==> config.mk <==
export PLATFORM = sky130hd
export DESIGN_NAME = dice_roll_ctrl_flat
export DESIGN_NICKNAME = d
export VERILOG_FILES = /design/src/rtl/dice_roll_ctrl_if.sv /design/src/rtl/dice_roll_ctrl.sv /design/src/flat_wrapper.sv
export SDC_FILE = /design/constraint.sdc
export NUM_CORES = 1
export LEC_CHECK = 0
export CORE_ASPECT_RATIO = 1.2
export CORE_MARGIN = 2
export CORE_UTILIZATION = 50
export CTS_CLUSTER_DIAMETER = 50
export DETAILED_ROUTE_END_ITERATION = 16
export PLACE_DENSITY = 0.68
export SYNTH_ARGS = -nofsm -noshare
export SYNTH_HDL_FRONTEND = slang
export SYNTH_SLANG_ARGS = --single-unit
==> constraint.sdc <==
create_clock -name clk -period 16.4 [get_ports clk]
set_input_delay 2.46 -clock clk [delete_from_list [all_inputs] [get_ports clk]]
set_output_delay 2.46 -clock clk [all_outputs]
set_load 0.03 [all_outputs]
==> src/rtl/dice_roll_ctrl_if.sv <==
// -----------------------------------------------------------------------------
// dice_roll_ctrl_if
//
// Groups the push-button input and the face selector outputs of the dice roll
// controller into one bundle.
//
//   btn_n    raw push-button level, asynchronous, 0 = pressed
//   face     current face value (3 bits), fed straight to the decoder 's' input
//   rolling  high while the die is spinning or slowing down
//   settled  one-cycle pulse when a roll has come to rest
//
// Modports:
//   master  drives the button and observes the face (board / testbench side)
//   slave   receives the button and produces the face (controller side)
// -----------------------------------------------------------------------------
interface dice_roll_ctrl_if;
    logic       btn_n;
    logic [2:0] face;
    logic       rolling;
    logic       settled;

    modport master (
        output btn_n,
        input  face,
        input  rolling,
        input  settled
    );

    modport slave (
        input  btn_n,
        output face,
        output rolling,
        output settled
    );
endinterface

==> src/rtl/dice_roll_ctrl.sv <==
// -----------------------------------------------------------------------------
// dice_roll_ctrl
//
// Turns a raw active-low push-button into the 3-bit face selector used by the
// dice decoder. The button is synchronised and debounced; while it is held the
// face spins pseudo-randomly at a fixed cadence, and after release the die
// decelerates through STEPS progressively slower advances before holding the
// final face and pulsing 'settled'.
//
// Ports:
//   clk           system clock
//   rst           synchronous reset, active-high
//   bus.btn_n     raw button, asynchronous, 0 = pressed
//   bus.face      current face, FACE_MIN..FACE_MAX (registered)
//   bus.rolling   high while spinning or slowing (registered)
//   bus.settled   one-cycle pulse when a roll completes (registered)
//
// Parameters:
//   DEBOUNCE_CYCLES  stable cycles required before the debounced level flips
//   BASE_STEP        cycles between advances while spinning
//   STEPS            number of deceleration advances after release
//   FACE_MIN/MAX     face value range, 5..8 faces inside 0..7
// -----------------------------------------------------------------------------
module dice_roll_ctrl #(
    parameter int DEBOUNCE_CYCLES = 240000,
    parameter int BASE_STEP       = 120000,
    parameter int STEPS           = 12,
    parameter int FACE_MIN        = 1,
    parameter int FACE_MAX        = 6
) (
    input  logic            clk,
    input  logic            rst,
    dice_roll_ctrl_if.slave bus
);

    localparam int FACE_RANGE = FACE_MAX - FACE_MIN + 1;
    localparam int DB_W       = (DEBOUNCE_CYCLES < 2) ? 1 : $clog2(DEBOUNCE_CYCLES + 1);
    // The longest SLOW interval is BASE_STEP*(STEPS+1), so the timer must
    // hold values up to one less than that.
    localparam int TIMER_MAX  = BASE_STEP * (STEPS + 1) - 1;
    localparam int TIMER_W    = (TIMER_MAX < 2) ? 1 : $clog2(TIMER_MAX + 1);
    localparam int K_W        = (STEPS < 2) ? 1 : $clog2(STEPS + 1);

    typedef enum logic [1:0] {
        IDLE,
        SPIN,
        SLOW
    } state_t;

    state_t               state_q, state_d;

    logic                 sync1_q, sync1_d;
    logic                 sync2_q, sync2_d;
    logic [DB_W-1:0]      db_cnt_q, db_cnt_d;
    logic                 btn_db_q, btn_db_d;
    logic                 btn_prev_q, btn_prev_d;
    logic [15:0]          lfsr_q, lfsr_d;
    logic [TIMER_W-1:0]   timer_q, timer_d;
    logic [K_W-1:0]       k_q, k_d;
    logic [2:0]           face_q, face_d;
    logic                 rolling_q, rolling_d;
    logic                 settled_q, settled_d;

    logic                 btn_rise;
    logic                 btn_fall;
    logic                 advance;
    logic                 roll_done;
    logic [TIMER_W-1:0]   spin_end;
    logic [TIMER_W-1:0]   slow_end;
    logic [3:0]           face_sum;
    logic [2:0]           face_next;

    // Two-flop synchroniser on the inverted pin, so the synchronised level
    // reads 1 while the button is pressed.
    always_comb begin
        sync1_d = ~bus.btn_n;
        sync2_d = sync1_q;
    end

    // Debounce: the counter only runs while the synchronised level disagrees
    // with the debounced level. Any agreement clears it, so a glitch shorter
    // than DEBOUNCE_CYCLES can never flip btn_db. On the cycle the count
    // would reach DEBOUNCE_CYCLES the level flips and the counter restarts.
    always_comb begin
        db_cnt_d = '0;
        btn_db_d = btn_db_q;
        if (sync2_q != btn_db_q) begin
            if (db_cnt_q == DB_W'(DEBOUNCE_CYCLES - 1)) begin
                btn_db_d = ~btn_db_q;
            end else begin
                db_cnt_d = db_cnt_q + DB_W'(1);
            end
        end
    end

    // Edges of the debounced button are taken against a delayed copy, so the
    // FSM reacts one cycle after btn_db changes.
    always_comb begin
        btn_prev_d = btn_db_q;
        btn_rise   = btn_db_q & ~btn_prev_q;
        btn_fall   = ~btn_db_q & btn_prev_q;
    end

    // 16-bit Fibonacci LFSR, taps 16,14,13,11, shifting towards bit 0 with the
    // feedback entering at bit 15. It free-runs every cycle, so how long the
    // button is held decides which part of the sequence a roll draws from.
    // A non-zero seed keeps it out of the all-zero lock-up state.
    always_comb begin
        lfsr_d = {lfsr_q[0] ^ lfsr_q[2] ^ lfsr_q[3] ^ lfsr_q[5], lfsr_q[15:1]};
    end

    // Face advance by a random step of 1..4, wrapped back into the face range.
    // Because the range has at least 5 faces and the step is at most 4, the
    // wrapped result is always in range and never equal to the old face.
    always_comb begin
        face_sum = {1'b0, face_q} + {2'b00, lfsr_q[1:0]} + 4'd1;
        if (face_sum > 4'(FACE_MAX)) begin
            face_sum = face_sum - 4'(FACE_RANGE);
        end
        face_next = face_sum[2:0];
    end

    // Terminal timer values: the spin cadence is fixed, while the SLOW
    // interval grows with the deceleration step as BASE_STEP*(k+1).
    always_comb begin
        spin_end = TIMER_W'(BASE_STEP - 1);
        slow_end = TIMER_W'(BASE_STEP * (int'(k_q) + 1) - 1);
    end

    // FSM state register.
    always_ff @(posedge clk) begin
        if (rst) begin
            state_q <= IDLE;
        end else begin
            state_q <= state_d;
        end
    end

    // FSM next-state logic, including the interval timer and the
    // deceleration step counter. In SLOW a new press takes priority over an
    // advance due in the same cycle, so a re-press never lets a roll finish.
    always_comb begin
        state_d   = state_q;
        timer_d   = timer_q;
        k_d       = k_q;
        advance   = 1'b0;
        roll_done = 1'b0;
        case (state_q)
            IDLE: begin
                timer_d = '0;
                k_d     = '0;
                if (btn_rise) begin
                    state_d = SPIN;
                end
            end
            SPIN: begin
                if (btn_fall) begin
                    state_d = SLOW;
                    k_d     = K_W'(1);
                    timer_d = '0;
                end else if (timer_q == spin_end) begin
                    advance = 1'b1;
                    timer_d = '0;
                end else begin
                    timer_d = timer_q + TIMER_W'(1);
                end
            end
            SLOW: begin
                if (btn_rise) begin
                    state_d = SPIN;
                    timer_d = '0;
                    k_d     = '0;
                end else if (timer_q == slow_end) begin
                    advance = 1'b1;
                    timer_d = '0;
                    if (k_q == K_W'(STEPS)) begin
                        state_d   = IDLE;
                        k_d       = '0;
                        roll_done = 1'b1;
                    end else begin
                        k_d = k_q + K_W'(1);
                    end
                end else begin
                    timer_d = timer_q + TIMER_W'(1);
                end
            end
            default: begin
                state_d = IDLE;
                timer_d = '0;
                k_d     = '0;
            end
        endcase
    end

    // FSM output logic. The outputs are registered from the next state, so
    // 'rolling' and 'settled' line up with the cycle in which the new state
    // (and any new face) becomes visible.
    always_comb begin
        face_d    = advance ? face_next : face_q;
        rolling_d = (state_d != IDLE);
        settled_d = roll_done;
    end

    // Datapath and output registers. Reset returns the button to released and
    // clears every timer, so a roll in progress is abandoned completely.
    always_ff @(posedge clk) begin
        if (rst) begin
            sync1_q    <= 1'b0;
            sync2_q    <= 1'b0;
            db_cnt_q   <= '0;
            btn_db_q   <= 1'b0;
            btn_prev_q <= 1'b0;
            lfsr_q     <= 16'hACE1;
            timer_q    <= '0;
            k_q        <= '0;
            face_q     <= 3'(FACE_MIN);
            rolling_q  <= 1'b0;
            settled_q  <= 1'b0;
        end else begin
            sync1_q    <= sync1_d;
            sync2_q    <= sync2_d;
            db_cnt_q   <= db_cnt_d;
            btn_db_q   <= btn_db_d;
            btn_prev_q <= btn_prev_d;
            lfsr_q     <= lfsr_d;
            timer_q    <= timer_d;
            k_q        <= k_d;
            face_q     <= face_d;
            rolling_q  <= rolling_d;
            settled_q  <= settled_d;
        end
    end

    assign bus.face    = face_q;
    assign bus.rolling = rolling_q;
    assign bus.settled = settled_q;

endmodule

==> src/flat_wrapper.sv <==
// flat-port wrapper written by rule: the top's interface ports become plain ports
module dice_roll_ctrl_flat 
#(
    parameter int DEBOUNCE_CYCLES = 240000,
    parameter int BASE_STEP       = 120000,
    parameter int STEPS           = 12,
    parameter int FACE_MIN        = 1,
    parameter int FACE_MAX        = 6
)
  (clk, rst, bus_btn_n, bus_face, bus_rolling, bus_settled);
  dice_roll_ctrl_if bus_i ();
  input  logic clk;
  input  logic rst;
  input wire logic [$bits(bus_i.btn_n)-1:0] bus_btn_n;
  output wire logic [$bits(bus_i.face)-1:0] bus_face;
  output wire logic [$bits(bus_i.rolling)-1:0] bus_rolling;
  output wire logic [$bits(bus_i.settled)-1:0] bus_settled;
  assign bus_i.btn_n = bus_btn_n;
  assign bus_face = bus_i.face;
  assign bus_rolling = bus_i.rolling;
  assign bus_settled = bus_i.settled;
  dice_roll_ctrl #(.DEBOUNCE_CYCLES(DEBOUNCE_CYCLES), .BASE_STEP(BASE_STEP), .STEPS(STEPS), .FACE_MIN(FACE_MIN), .FACE_MAX(FACE_MAX)) u_core (.clk(clk), .rst(rst), .bus(bus_i));
endmodule
# --- After elaboration in Yosys (flattened, before gate mapping) ---
# Index checks and enable logic that the tools add are counted.
totals:
  output_inout_bits: 5
  word_cells: 71
  input_bits: 3
  reg_bits: 70
classes:
  bitwise_logic: 11
  reduce_logical: 6
  n_mul: 1
  n_lt_le_gt_ge: 1
  n_mux: 23
  n_eq_ne: 9
  add_sub_neg: 8
op_table:
  columns: ["cell", "n"]
  rows:
  - ["21-bit two-way mux", 4]
  - ["21-bit case mux with 2 select lines", 1]
  - ["12-bit by 32-bit multiplier with 15-bit output (first input constant)", 1]
  - ["21-bit by 1-bit adder with 21-bit output (second input constant)", 1]
  - ["21-bit by 17-bit == test with 1-bit output (second input constant)", 1]
  - ["21-bit == test", 1]
  - ["21-bit by 2-bit subtractor with 21-bit output (second input constant)", 1]
  - ["18-bit by 1-bit adder with 18-bit output (second input constant)", 1]
  - ["18-bit == test (second input constant)", 1]
  - ["4-bit two-way mux", 4]
  - ["2-bit two-way mux", 5]
  - ["4-bit by 1-bit adder with 4-bit output (second input constant)", 2]
  - ["4-bit case mux with 2 select lines", 1]
  - ["1-bit inverter", 6]
  - ["2-bit case mux with 3 select lines", 1]
  - ["4-bit by 1-bit adder with 5-bit output (second input constant)", 1]
  - ["1-bit two-way mux", 5]
  - ["3-bit by 2-bit adder with 4-bit output", 1]
  - ["4-bit == test (second input constant)", 1]
  - ["4-bit by 3-bit greater-than comparator with 1-bit output (second input constant)", 1]
  - ["2-bit AND reduction", 2]
  - ["4-bit OR reduction", 1]
  - ["3-bit two-way mux", 1]
  - ["3-bit by 1-bit != test with 1-bit output (second input constant)", 1]
  - ["other kinds (11)", 14]

# --- Depth between registers and ports, before layout ---
logic_depth:
  word_depth: 8
  mapped_depth: 21
  depth_no_buf: 18

# --- Worst setup path before layout ---
# No wires, ideal clock.
synth_path:
  kind: "register to register"
  startpoint: "register u_core.k_q[0]"
  endpoint: "register u_core.timer_q[17]"
  synth_period_minus_slack_ns: 5.282
  required_ns: 16.268
  setup_time_ns: 0.132
  path_slack_ns: 11.118
  path_stages_with_launch: 21
  t_arrival_ns: 5.150
  n_path_buf: 2
  path_cell_list: "dfxtp_1 buf_2 inv_1 ha_1 ha_1 ha_1 inv_1 fa_1 inv_1 ha_1 nand2_1 o21ai_0 o21a_1 a211oi_1 xnor2_1 or4_1 and3_1 or4_4 a21oi_2 buf_6 nor3_1"
synth_between:
  elab_chain_cells: 7
synth_rtl:
  columns: ["item", "line_no", "source"]
  rows:
  - ["from (decl)", "dice_roll_ctrl.sv:59", "logic [K_W-1:0] k_q, k_d;"]
  - ["from (signal assigned)", "dice_roll_ctrl.sv:227", "k_q <= k_d;"]
  - ["4-bit by 1-bit adder with 5-bit output", "dice_roll_ctrl.sv:127", "slow_end = TIMER_W'(BASE_STEP * (int'(k_q) + 1) - 1);"]
  - ["12-bit by 32-bit multiplier with 15-bit output", "dice_roll_ctrl.sv:127", null]
  - ["21-bit by 2-bit subtractor with 21-bit output", "dice_roll_ctrl.sv:127", null]
  - ["21-bit == test", "dice_roll_ctrl.sv:173", "end else if (timer_q == slow_end) begin"]
  - ["21-bit two-way mux", "dice_roll_ctrl.sv:173", null]
  - ["21-bit two-way mux", "dice_roll_ctrl.sv:169", "if (btn_rise) begin"]
  - ["21-bit case mux with 2 select lines", "dice_roll_ctrl.sv:148", "case (state_q)"]
  - ["to (signal assigned)", "dice_roll_ctrl.sv:226", "timer_q <= timer_d;"]
  - ["to (decl)", "dice_roll_ctrl.sv:58", "logic [TIMER_W-1:0] timer_q, timer_d;"]
# Every way passes these cells.
# A chain may end at the register's enable or synchronous reset.

# --- Final worst setup path ---
layout_path:
  startpoint: "register u_core.k_q[0]"
  endpoint: "register u_core.timer_q[10]"
# The elaborated chain is that of the path after synthesis.

==> out/results.md <==
| Result | Reported |
|---|---|
| Area after detailed placement | 4830 um2 |
| Final RePlAce weighted congestion | 0.866 |
| Post-cts gate resize count | 0 |
| Vias in the first global route | 3589 |
| Worst Path Required | 16590 ps |
| Synth top cells by count | sky130_fd_sc_hd__dfxtp_1, sky130_fd_sc_hd__nor2_1, sky130_fd_sc_hd__xnor2_1 |
| GRT Total Usage | 19.8% |
| Count of TritonRoute iterations in the first routing pass | 4 |
| Unrepaired setup endpoints after global routing | no |
| Detailed-route via count | 3769 |
| Count of flip-flops with a built-in enable after synthesis | 0 |
| Mapped cell area | 4690 um2 |
| Synthesized netlist cell count | 554 |
| Clock buffer depth | 2 |
| Clock insertion delay at the later pin of the skew report | 350 ps |
| CTS clock-pin slew for the worst setup and hold paths | 80 ps |
| Avg Inst Size Synth | 8.46 um2 |
| Maximum number of pins on one net before global-route repair | 27 |
| Worst setup path end | u_core.timer_q[10]$_SDFF_PP0_ |
| Height of the die | 110 um |
| Synth unique cells | 63 |
| Number of placed I/O pins | 8 |
| CTS root buffer | sky130_fd_sc_hd__clkbuf_8 |
| Largest area contributor in the netlist | sky130_fd_sc_hd__dfxtp_1 |
| Final clock period utilization by the worst path | 39.1% |
| Proportion of synthesized chip area in sequential cells | 29.9% |
| Hold buffer count at cts | 0 |
| Path type of the worst min-delay path | reg -> reg |
| CP startpoint kind | flop |
| Row Count | 38 |
| Detailed placement HPWL | 7.17 mm |
| Launch point of the critical path | u_core.k_q[0]$_SDFFE_PP0P_ |
| Iter 0 DRT Violations | 135 |
| Worst reg2reg endpoint | u_core.timer_q[10]$_SDFF_PP0_ |
| Post-detailed-route wirelength per cell | 14.0 um |
| Count of warnings emitted by yosys | 0 |
| Top FF cell, synth | sky130_fd_sc_hd__dfxtp_1 |
| Post-route ant nets | 0 |
| Yosys top cell area share | 29.9% |
| Largest fanout on the critical path | 21 |
| Width of the die | 92.4 um |
| Final critical delay including setup and external delays | 6410 ps |
| Effective utilization at floorplan | 51.6% |
| Proportion of layout cells with a drive suffix above 1 | 5.71% |
| Net total in the final layout | 605 |
| Crit-path cells | inv_1 > ha_1 > ha_1 > xnor2_1 > xnor2_1 > fa_1 > ha_1 > nand2_1 > o21ai_0 > o21a_1 > a211oi_1 > xnor2_1 > or4_1 > and3_1 > or4_4 > a21oi_2 > nor3_1 |
| Type of the worst setup path | reg -> reg |
| #FFs+latches synth | 70 |
| Final TNS setup | 0 ps |
| Clock sink total | 70 |
| Growth of design area from synthesis to finish | 7.72% |
| Ratio of total power to cell area | 66.1 nW/um2 |
| Depth of the CTS H-tree | 3 |
| Core box area | 9080 um2 |
| Antenna violations before repair | 0 |
| Antenna cells | 0 |
| Highest Clock Rate | 156 MHz |
| Overflow left after global routing | 0 |
| Static Leak | 2.04 nW |
| Arrival @ worst endpoint | 6600 ps |
| Rel. slew slack | 36.6% |
| Master of the slowest instance on the critical path | sky130_fd_sc_hd__a21oi_2 |
| Number of violations of the max-capacitance limit | 0 |
| Full die area | 10200 um2 |
| Top post-synthesis cells by area | sky130_fd_sc_hd__dfxtp_1, sky130_fd_sc_hd__ha_1, sky130_fd_sc_hd__xnor2_1 |
| IR Drop Worst-Case VDD | 52.9 uV |
| Outcome | finished clean |
| Number of buffers inserted by post-CTS setup repair | 0 |
| Fraction of registers with async set or reset after synthesis | 0% |
| Worst-Margin Slew | 951 ps |
| First-pass GRT wire length | 16.4 mm |
| Post-Route WL | 9.54 mm |
| Register-to-register setup slack | 9990 ps |
| Setup-failing EPs final | 0 |
| Num CTS Buffers | 9 |
| Fill count | 839 |
| Total count of max-transition violations in the final report | 0 |
| Net Count, Synth | 604 |
| R2R cell count | 17 |
| Final design area excluding fillers | 5050 um2 |
| Per-cell via count in the routed design | 5.54 |
| TritonCTS clock tree | done |
| Delay of the slowest critical-path stage | 740 ps |
| Cell with the most instances after synthesis | sky130_fd_sc_hd__dfxtp_1 |
| Final hold violations | 0 |
| Number of DRC violations after detailed routing | 0 |
| Beginning of the worst register-to-register path | u_core.k_q[0]$_SDFFE_PP0P_ |
| Post-Route Skew | 12.8 ps |
| Quantity of I/O buffers inserted on ports | 7 |
| Critical path endpoint category | flop |
==> routing by layer <==
layer,global-route usage (%),wire [um],part of all wire [%],up-vias
li1,-,-,-,1929
met2,35.3,4600,48,59
met4,7.89,266,2.8,0
met1,24.0,4430,46,1761
met3,2.86,247,2.6,20
met5,0,0,0,-
==> cell usage in the layout, fill, tap and decap left out, types with 5 or more instances in the layout <==
cell type,synthesis,routed
sky130_fd_sc_hd__xnor2_1,41,41
sky130_fd_sc_hd__clkdlybuf4s50_1,0,7
sky130_fd_sc_hd__or3_1,5,5
sky130_fd_sc_hd__fa_1,7,7
sky130_fd_sc_hd__clkbuf_8,0,9
sky130_fd_sc_hd__dfxtp_1,70,70
sky130_fd_sc_hd__ha_1,40,40
sky130_fd_sc_hd__a21oi_1,15,15
sky130_fd_sc_hd__nor2b_1,14,14
sky130_fd_sc_hd__o21ai_0,12,12
sky130_fd_sc_hd__nand2_1,40,40
sky130_fd_sc_hd__nor2_1,45,45
sky130_fd_sc_hd__nor3_1,31,31
sky130_fd_sc_hd__and3_1,16,16
sky130_fd_sc_hd__nor4_1,6,6
sky130_fd_sc_hd__nand4_1,9,9
sky130_fd_sc_hd__or2_2,8,8
sky130_fd_sc_hd__inv_1,34,34
sky130_fd_sc_hd__nand3_1,29,29
sky130_fd_sc_hd__nor3b_1,5,5
sky130_fd_sc_hd__a31oi_1,5,5
sky130_fd_sc_hd__xor2_1,35,35
==> area by class of cell <==
cell class                      instances  area [um2]  share of cell area [%]
Timing Repair Buffer                    8        77.6                    1.54
Inverter                               35         131                    2.60
Clock buffer                           10         128                    2.53
Clock inverter                          6        93.8                    1.86
Tap cell                              120         150                    2.97
Sequential cell                        70        1400                    27.8
Multi-Input combinational cell        431        3070                    60.7
==> registers in the layout, summed over array words and instances (netlist names) <==
name                flops
u_core.bus.rolling      1
u_core.state_q          2
u_core.btn_prev_q       1
u_core.bus.face         3
u_core.lfsr_q          16
u_core.db_cnt_q        18
u_core.sync1_q          1
u_core.sync2_q          1
u_core.k_q              4
u_core.bus.settled      1
u_core.timer_q         21
u_core.btn_db_q         1
==> through the flow <==
stage | power, W | hold slack, ps | worst slack (ps) | instances | util (%)
floorplan | 0.000182 | 389 | 11120 | 554 | -
finish | 0.000334 | 407 | 9990 | 680 | 55.6
global placement | 0.000184 | 395 | 10050 | 664 | 53.1
global route | 0.000343 | 426 | 9550 | 680 | 55.6
CTS | 0.000337 | 418 | 9960 | 680 | 55.6
detailed placement | 0.000184 | 396 | 9970 | 664 | 53.1
==> power breakdown <==
| group | switching, W | leakage (nW) | total [W] | internal [W] |
|---|---|---|---|---|
| registers | 0.000000932 | 0.569 | 0.000174 | 0.000173 |
| logic | 0.00000324 | 1.37 | 0.00000626 | 0.00000302 |
| clock network | 0.0000671 | 0.107 | 0.000154 | 0.0000867 |
==> cell families (layout without fill, tap and decap cells) <==
group	Yosys count	after routing	share of synthesized area, %
adder cells (fa/ha/maj)	47	47	13.7
XOR/XNOR	76	76	14.2
AND/OR/NAND/NOR	232	232	26.1
flip-flops	70	70	29.9
AO/OA/AOI/OAI	72	72	10.5
multiplexers	4	4	0.855
buffers and inverters	53	59	4.67
==> critical path: cells and delay by family, from the launching register on <==
kind                       cells  cell delay, ps
adders and majority gates      4            1750
AOI/OAI and AO/OA              4            1530
and+or+nand+nor                5            1530
xor gates and xnor gates       3             660
DFF                            1             550
buffers and inverters          1             230
==> how the worst min path moves through the flow <==
stage                                            start                           end  cells past startpoint
after floorplan           u_core.lfsr_q[11]$_SDFF_PP1_  u_core.lfsr_q[10]$_SDFF_PP1_                      1
after global placement    u_core.lfsr_q[11]$_SDFF_PP1_  u_core.lfsr_q[10]$_SDFF_PP1_                      1
after detailed placement   u_core.lfsr_q[8]$_SDFF_PP0_   u_core.lfsr_q[7]$_SDFF_PP1_                      1
after CTS                 u_core.lfsr_q[11]$_SDFF_PP1_  u_core.lfsr_q[10]$_SDFF_PP1_                      1
after global routing       u_core.lfsr_q[8]$_SDFF_PP0_   u_core.lfsr_q[7]$_SDFF_PP1_                      1
final                     u_core.lfsr_q[11]$_SDFF_PP1_  u_core.lfsr_q[10]$_SDFF_PP1_                      1
No activity file was read; power rests on OpenSTA's default activity.
